`config.mk`:
```
export PLATFORM = sky130hd
export DESIGN_NAME = hilo_md_unit
export DESIGN_NICKNAME = d
export VERILOG_FILES = /design/src/rtl/hilo_md_unit.sv
export SDC_FILE = /design/constraint.sdc
export NUM_CORES = 1
export LEC_CHECK = 0
export ABC_AREA = 0
export BUFFER_PORTS_ARGS = -buffer_cell sky130_fd_sc_hd__buf_2
export CORE_MARGIN = 8
export CORE_UTILIZATION = 30
export CTS_CLUSTER_SIZE = 30
export DETAILED_ROUTE_END_ITERATION = 10
export PLACE_DENSITY = 0.43
export SLEW_MARGIN = 5
export SYNTH_ARGS = -nofsm -noshare
export SYNTH_HDL_FRONTEND = slang
export SYNTH_SLANG_ARGS = --single-unit
```
`constraint.sdc`:
```
create_clock -name clk -period 5.6 [get_ports clk]
set_input_delay 1.68 -clock clk [delete_from_list [all_inputs] [get_ports clk]]
set_output_delay 1.68 -clock clk [all_outputs]
set_load 0.005 [all_outputs]
```
`src/rtl/hilo_md_unit.sv`:
```
// Iterative 32-cycle multiply/divide unit driving the EX-stage HILO write bus.
// Shift-add multiply and restoring divide on magnitudes; signs are applied in a single fix-up cycle.
module hilo_md_unit #(
  parameter int WIDTH = 32
) (
  input  logic                 clk,
  input  logic                 rst,
  input  logic                 start_i,
  input  logic [1:0]           op_i,
  input  logic [WIDTH-1:0]     src_a_i,
  input  logic [WIDTH-1:0]     src_b_i,
  input  logic                 flush_i,
  output logic                 busy_o,
  output logic [2*WIDTH:0]     ex_hilo_bus_o
);

  localparam int CW = $clog2(WIDTH);
  localparam logic [CW-1:0] LAST = CW'(WIDTH - 1);

  typedef enum logic [2:0] {S_IDLE, S_MUL, S_DIV, S_FIX, S_DONE} state_t;

  state_t                  state_q;
  logic [CW-1:0]           cnt_q;
  logic [2*WIDTH-1:0]      acc_q;
  logic [WIDTH-1:0]        mag_q;
  logic [WIDTH-1:0]        rem_q;
  logic                    neg_res_q;
  logic                    neg_rem_q;
  logic                    is_div_q;
  logic [WIDTH-1:0]        hi_q;
  logic [WIDTH-1:0]        lo_q;

  logic                    op_signed;
  logic [WIDTH-1:0]        abs_a;
  logic [WIDTH-1:0]        abs_b;
  logic [WIDTH:0]          mul_sum;
  logic [2*WIDTH-1:0]      mul_acc_d;
  logic [WIDTH:0]          div_shift;
  logic                    div_ge;
  logic [WIDTH-1:0]        div_rem_d;
  logic [2*WIDTH-1:0]      prod_fix;

  function automatic logic [WIDTH-1:0] cond_neg(input logic [WIDTH-1:0] x, input logic neg);
    return neg ? -x : x;
  endfunction

  function automatic logic [2*WIDTH-1:0] cond_neg_wide(input logic [2*WIDTH-1:0] x, input logic neg);
    return neg ? -x : x;
  endfunction

  always_comb begin
    op_signed = ~op_i[0];
    abs_a     = cond_neg(src_a_i, op_signed & src_a_i[WIDTH-1]);
    abs_b     = cond_neg(src_b_i, op_signed & src_b_i[WIDTH-1]);

    // Multiplier sits in the low half of the accumulator and is consumed LSB first.
    mul_sum   = {1'b0, acc_q[2*WIDTH-1:WIDTH]} + (acc_q[0] ? {1'b0, mag_q} : '0);
    mul_acc_d = {mul_sum, acc_q[WIDTH-1:1]};

    // Dividend shifts out of acc_q's low half while quotient bits shift in.
    div_shift = {rem_q, acc_q[WIDTH-1]};
    div_ge    = div_shift >= {1'b0, mag_q};
    div_rem_d = div_ge ? WIDTH'(div_shift - {1'b0, mag_q}) : div_shift[WIDTH-1:0];

    prod_fix  = cond_neg_wide(acc_q, neg_res_q);
  end

  always_ff @(posedge clk or negedge rst) begin
    if (!rst) begin
      state_q   <= S_IDLE;
      cnt_q     <= '0;
      acc_q     <= '0;
      mag_q     <= '0;
      rem_q     <= '0;
      neg_res_q <= 1'b0;
      neg_rem_q <= 1'b0;
      is_div_q  <= 1'b0;
      hi_q      <= '0;
      lo_q      <= '0;
    end else if (flush_i) begin
      state_q <= S_IDLE;
    end else begin
      case (state_q)
        S_IDLE: begin
          if (start_i) begin
            cnt_q     <= '0;
            rem_q     <= '0;
            is_div_q  <= op_i[1];
            neg_res_q <= op_signed & (src_a_i[WIDTH-1] ^ src_b_i[WIDTH-1]);
            neg_rem_q <= op_signed & src_a_i[WIDTH-1];
            acc_q     <= {{WIDTH{1'b0}}, op_i[1] ? abs_a : abs_b};
            mag_q     <= op_i[1] ? abs_b : abs_a;
            if (op_i[1] && (src_b_i == '0)) begin
              hi_q    <= src_a_i;
              lo_q    <= '1;
              state_q <= S_DONE;
            end else begin
              state_q <= op_i[1] ? S_DIV : S_MUL;
            end
          end
        end
        S_MUL: begin
          acc_q <= mul_acc_d;
          cnt_q <= cnt_q + CW'(1);
          if (cnt_q == LAST) state_q <= S_FIX;
        end
        S_DIV: begin
          rem_q <= div_rem_d;
          acc_q <= {acc_q[2*WIDTH-1:WIDTH], acc_q[WIDTH-2:0], div_ge};
          cnt_q <= cnt_q + CW'(1);
          if (cnt_q == LAST) state_q <= S_FIX;
        end
        S_FIX: begin
          if (is_div_q) begin
            hi_q <= cond_neg(rem_q, neg_rem_q);
            lo_q <= cond_neg(acc_q[WIDTH-1:0], neg_res_q);
          end else begin
            hi_q <= prod_fix[2*WIDTH-1:WIDTH];
            lo_q <= prod_fix[WIDTH-1:0];
          end
          state_q <= S_DONE;
        end
        S_DONE:  state_q <= S_IDLE;
        default: state_q <= S_IDLE;
      endcase
    end
  end

  // Busy drops in DONE so the issuing instruction leaves EX together with the write.
  assign busy_o = rst & (((state_q == S_IDLE) & start_i) | (state_q == S_MUL) |
                         (state_q == S_DIV) | (state_q == S_FIX));
  assign ex_hilo_bus_o = {hi_q, lo_q, (state_q == S_DONE) & ~flush_i};

endmodule
```
; ---- After elaboration in Yosys (flattened, before gate mapping)
; Cells that the tools add are included.
[totals]
inputBits = 70
regBits = 203
out_inout_bits = 66
[classes]
n_bitwise = 13
magnitude_cmp = 1
add_sub_neg = 8
n_reduce_logical = 16
eq_ne = 9
muxes = 29
[ops]
columns = operator, n
row1 = $mux W32, 15
row2 = $pmux W32 S2, 3
row3 = $pmux W64 S3, 1
row4 = $mux W64, 2
row5 = $neg A32 Y32, 4
row6 = $neg A64 Y64, 1
row7 = $add A32 B32 Y33, 1
row8 = $ge A33 B32 Y1, 1
row9 = $logic_not A32 Y1, 1
row10 = $sub A32 B32 Y32, 1
row11 = $mux W3, 4
row12 = $reduce_and A3 Y1, 4
row13 = $pmux W5 S2, 1
row14 = $pmux W3 S3, 1
row15 = $reduce_and A4 Y1, 2
row16 = $reduce_bool A2 Y1, 4
row17 = $and A1 B1 Y1, 6
row18 = $eq A3 B2 Y1 const B, 2
row19 = $add A5 B1 Y5 const B, 1
row20 = $eq A5 B5 Y1 const B, 1
row21 = $mux W5, 1
row22 = $ne A2 B2 Y1 const B, 2
row23 = $eq A3 B1 Y1 const B, 1
row24 = $eq A3 B3 Y1 const B, 1
row25 = 11 further kinds, 15

; ---- Longest topological paths before layout
[logic_depth]
depth_word = 6
depth_mapped = 13
mapped_depth_nobuf = 12

; ---- Worst setup path after synthesis
; No wires, ideal clock.
[synth_timing]
path_kind = input-to-reg
from = input src_b_i[16]
to = register hi_q[1]
setup_ps = 69
arrival_ps = 4138
cell_stages = 11
setup_slack_ps = 1393
path_buffers = 3
t_required_ps = 5531
path_cell_list = or4_1 > nor4b_1 > and3_1 > nand2_1 > o21a_1 > clkbuf_1 > inv_1 > clkbuf_1 > clkbuf_1 > o211ai_1 > nand3_1
[synth_between]
elab_chain_cells = 4
[synth_lines]
columns = element, line
row1 = from (decl), 11  ; input logic [WIDTH-1:0] src_b_i,
row2 = $logic_not A32 Y1, 93  ; if (op_i[1] && (src_b_i == '0)) begin
row3 = $logic_and A1 B1 Y1, 93
row4 = $ne A2 B2 Y1 (no line), n/a
row5 = $reduce_and A4 Y1 (no line), n/a
row6 = to (signal assigned), 94  ; hi_q <= src_a_i;
row7 = to (signal assigned), 115  ; hi_q <= cond_neg(rem_q, neg_rem_q);
row8 = to (signal assigned), 118  ; hi_q <= prod_fix[2*WIDTH-1:WIDTH];
row9 = to (decl), 30  ; logic [WIDTH-1:0] hi_q;
; Every way passes these cells.
; A chain may end at the register's enable or synchronous reset.

; ---- Worst setup path after layout
[layout_timing]
from = register acc_q[2]
to = register hi_q[21]
[layout_between]
elab_chain_cells = 4
[layout_lines]
columns = element, line
row1 = from (decl), 24  ; logic [2*WIDTH-1:0] acc_q;
row2 = from (signal assigned), 91  ; acc_q <= {{WIDTH{1'b0}}, op_i[1] ? abs_a : abs_b};
row3 = from (signal assigned), 103  ; acc_q <= mul_acc_d;
row4 = from (signal assigned), 109  ; acc_q <= {acc_q[2*WIDTH-1:WIDTH], acc_q[WIDTH-2:0], div_ge};
row5 = $neg A64 Y64, 48  ; return neg ? -x : x;
row6 = $mux W64, 48
row7 = $mux W32, 114  ; if (is_div_q) begin
row8 = $pmux W32 S2, 83  ; case (state_q)
; Every way passes these cells.

==> impl_results.md <==
* Outcome: completed
* Core area at 54,700 µm²
* Final hold slack at between 0.4 and 0.5 ns
* Netlist cell types at 73
* Slowest stage delay, CP at about 0.76 ns
* Most common library cells after synthesis: 214 x nand2_1, 203 x dfrtp_1, 203 x o21ai_0
* Drt pass-1 iters at 6
* CTS Root Cell: clkbuf_16
* Row count at 86
* Post-CTS resize count at 0
* Worst-path cell chain: or4_1 > or4_1 > or4_1 > or3_1 > o21ai_0 > xnor2_1 > o21ai_0 > nand3_1
* Routability congestion estimate at 0.910
* Starting Density at 0.301
* Via count at about 16,000
* Critical Path End Type: flop
* Yosys reg bits at between 200 and 250
* Max-cap violation count at 0
* CTS Buf Count at 27
* Full die area at 62,600 µm²
* Most frequent CP cell: or4_1
* CP arrival at 4.89 ns
* Global Route Usage Sum at 0.218
* Maximum vdd ir drop at 167 µV
* Top-area cell type share of the netlist area at 0.308
* Min cycle time layout at 4.48 ns
* Port-buffer cells at 135
* Nets at 2,278
* Antenna-violating nets left at 0
* H-tree depth at 1
* Die W at 250 µm
* Critical path's top delay family: simple AND/OR/NAND/NOR gates
* Pwr dens at 485 nW/µm²
* Post-CTS setup buffer count at 0
* First-pass GRT wire length at 106,000 µm
* Post-DP Area at approximately 18,000 µm²
* Post-synth EDFFs at 0
* YS warnings at 0
* Final setup vio count at 0
* Antenna violations before repair at 1
* R2R depth at 8
* Clock Path Buffers at 3
* Placed cell count at 2,811
* Unrepaired setup endpoints after global routing: no
* Hpwl dp at approximately 55,000 µm
* Core Util, Final at 0.342
* Critical path class: reg2reg
* Hold crit path type: reg2reg
* GR Overflow Total at 0
* Fmax at 223 MHz
* Biggest area consumer among synthesized cells: dfrtp_1
* Hold Crit Endpoint: hi_q[13]$_DFFE_PN0P_
* CP max-delay cell: or3_1
* Final count of hold timing violations at 0
* Post-route cell area at 18,700 µm²
* # hold bufs at CTS at 0
* Hold Crit Depth at 2
* Post-Syn Nets at around 2,200
* DRT Wirelength at 70,700 µm
* TritonCTS clock tree: built
* Seq/Total Area, Yosys at 0.308
* Flop-to-flop setup slack at 1.12 ns
* Slew Viols, Final at 0
* Num ports at between 100 and 150
* Clk Latency, worst-skew pair at 0.57 ns
* HP Start: hi_q[13]$_DFFE_PN0P_
* Via/cell ratio at 5.73
* Main flop type after synthesis: dfrtp_1
* Die span in y at 250 µm
* Worst Tran Pin Value at 1.12 ns
* Syn Area/Cell at between 7 and 8 µm²
* # fillers at ~5,800
* Critical Path Fanout Max at 14
* Asr flop ratio synth at 1.00
* Synth area leaders: dfrtp_1 31%, o21ai_0 6.2%, ha_1 5.3%
* Mapped Cells at 2,068
* Largest net degree at the start of global routing at 73
* Skew final at ~0.032 ns
* Worst rel slew slack at 0.253
* Most numerous cell in the Yosys netlist: nand2_1
* RR Endpoint: hi_q[21]$_DFFE_PN0P_
* Worst path bufs/invs at 0
* Static Leak at 8.39 nW
* WL/cell at 24.7 µm
* Clock slew at reported path FFs at 0.06 ns
* Share of cells above drive strength 1 at 0.116
* Non-Filler Instances at 2,859
* Final worst path period share at 0.799
* Reg2reg start: acc_q[2]$_DFFE_PN0P_
* Cell Area, Synth at 16,500 µm²
* CTS sink cnt at 203
* CP Launch Type: flop
* Number of global-route vias before repair at 15,802
* Req. time, crit path at 6.01 ns
* Initial drt markers at 1,508
* DRC errors left at 0
* Total negative slack at 0 ns
* Number of inserted diodes at 0
* Area grow syn2layout at 13.6%
[report_power, final]
part           leakage (nW)  switching, mW  internal, mW
clock                 0.435          0.719          1.03
combinational          5.37           2.93          1.69
sequential             2.59          0.693          2.01
total                  8.39           4.34          4.74
[metal layers]
layer,vias up,share of wire,GRT usage
li1,7697,-,-
met1,8087,0.47,0.306
met2,513,0.45,0.349
met3,88,0.048,0.0237
met4,0,0.031,0.0667
met5,-,0,0
[logic make-up (layout without fill, tap and decap cells)]
| logic type | count (synthesis) | in the layout | share of synthesized area |
|---|---|---|---|
| fa+ha+maj | 72 | 72 | 0.0556 |
| flops | 203 | 203 | 0.308 |
| buf+inv | 194 | 281 | 0.0449 |
| compound gates | 667 | 667 | 0.261 |
| mux | 45 | 45 | 0.0275 |
| xor+xnor | 182 | 182 | 0.0968 |
| simple gates | 705 | 705 | 0.206 |
[tightest hold or removal path, stage by stage, from the launching register on]
cell	delay [ns]
dfrtp_1	0.33
nand2_1	0.05
nand3_1	0.06
[worst max-delay path by stage]
stage | start | to | slack, ns | cells after the start
after CTS | acc_q[2]$_DFFE_PN0P_ | hi_q[21]$_DFFE_PN0P_ | 1.17 | 8
after global routing | acc_q[2]$_DFFE_PN0P_ | hi_q[21]$_DFFE_PN0P_ | 0.93 | 8
final | acc_q[2]$_DFFE_PN0P_ | hi_q[21]$_DFFE_PN0P_ | 1.12 | 8
after floorplan | src_b_i[16] | hi_q[1]$_DFFE_PN0P_ | 1.39 | 11
after global placement | src_b_i[16] | hi_q[22]$_DFFE_PN0P_ | 0.90 | 11
after detailed placement | src_b_i[14] | hi_q[22]$_DFFE_PN0P_ | 0.82 | 11
[cell type report]
| cell class | count | area [µm²] | area share |
|---|---|---|---|
| multi-input cells | 1671 | 10700 | 0.570 |
| flip-flops and latches | 203 | 5080 | 0.272 |
| repair buffers | 170 | 961 | 0.0514 |
| well taps | 704 | 881 | 0.0471 |
| clock buffers | 40 | 805 | 0.0430 |
| inverters | 63 | 236 | 0.0126 |
| clock inverters | 8 | 75.1 | 0.00401 |
[cell usage in the layout (no fill, tap or decap), types with 59 or more instances in the layout]
cell type / netlist / layout
nor2_1: 187 / 185
inv_1: 60 / 59
nand2_1: 214 / 214
buf_2: 3 / 134
a21oi_1: 156 / 156
xnor2_1: 95 / 95
o21ai_0: 203 / 203
xor2_1: 87 / 87
ha_1: 70 / 70
dfrtp_1: 203 / 201
[stage by stage]
stage	worst slack (ns)	power (mW)
detailed placement	0.822	7.32
CTS	1.17	9.12
finish	1.12	9.08
floorplan	1.39	5.52
global placement	0.900	7.29
global route	0.932	9.72
[state kept, by name (all words and copies together) (netlist names), 3 cells and up]
name     cells
mag_q       32
hi_q        32
rem_q       32
lo_q        32
cnt_q        5
state_q      3
acc_q       64
Note: power is estimated with default switching activity, not from simulation.
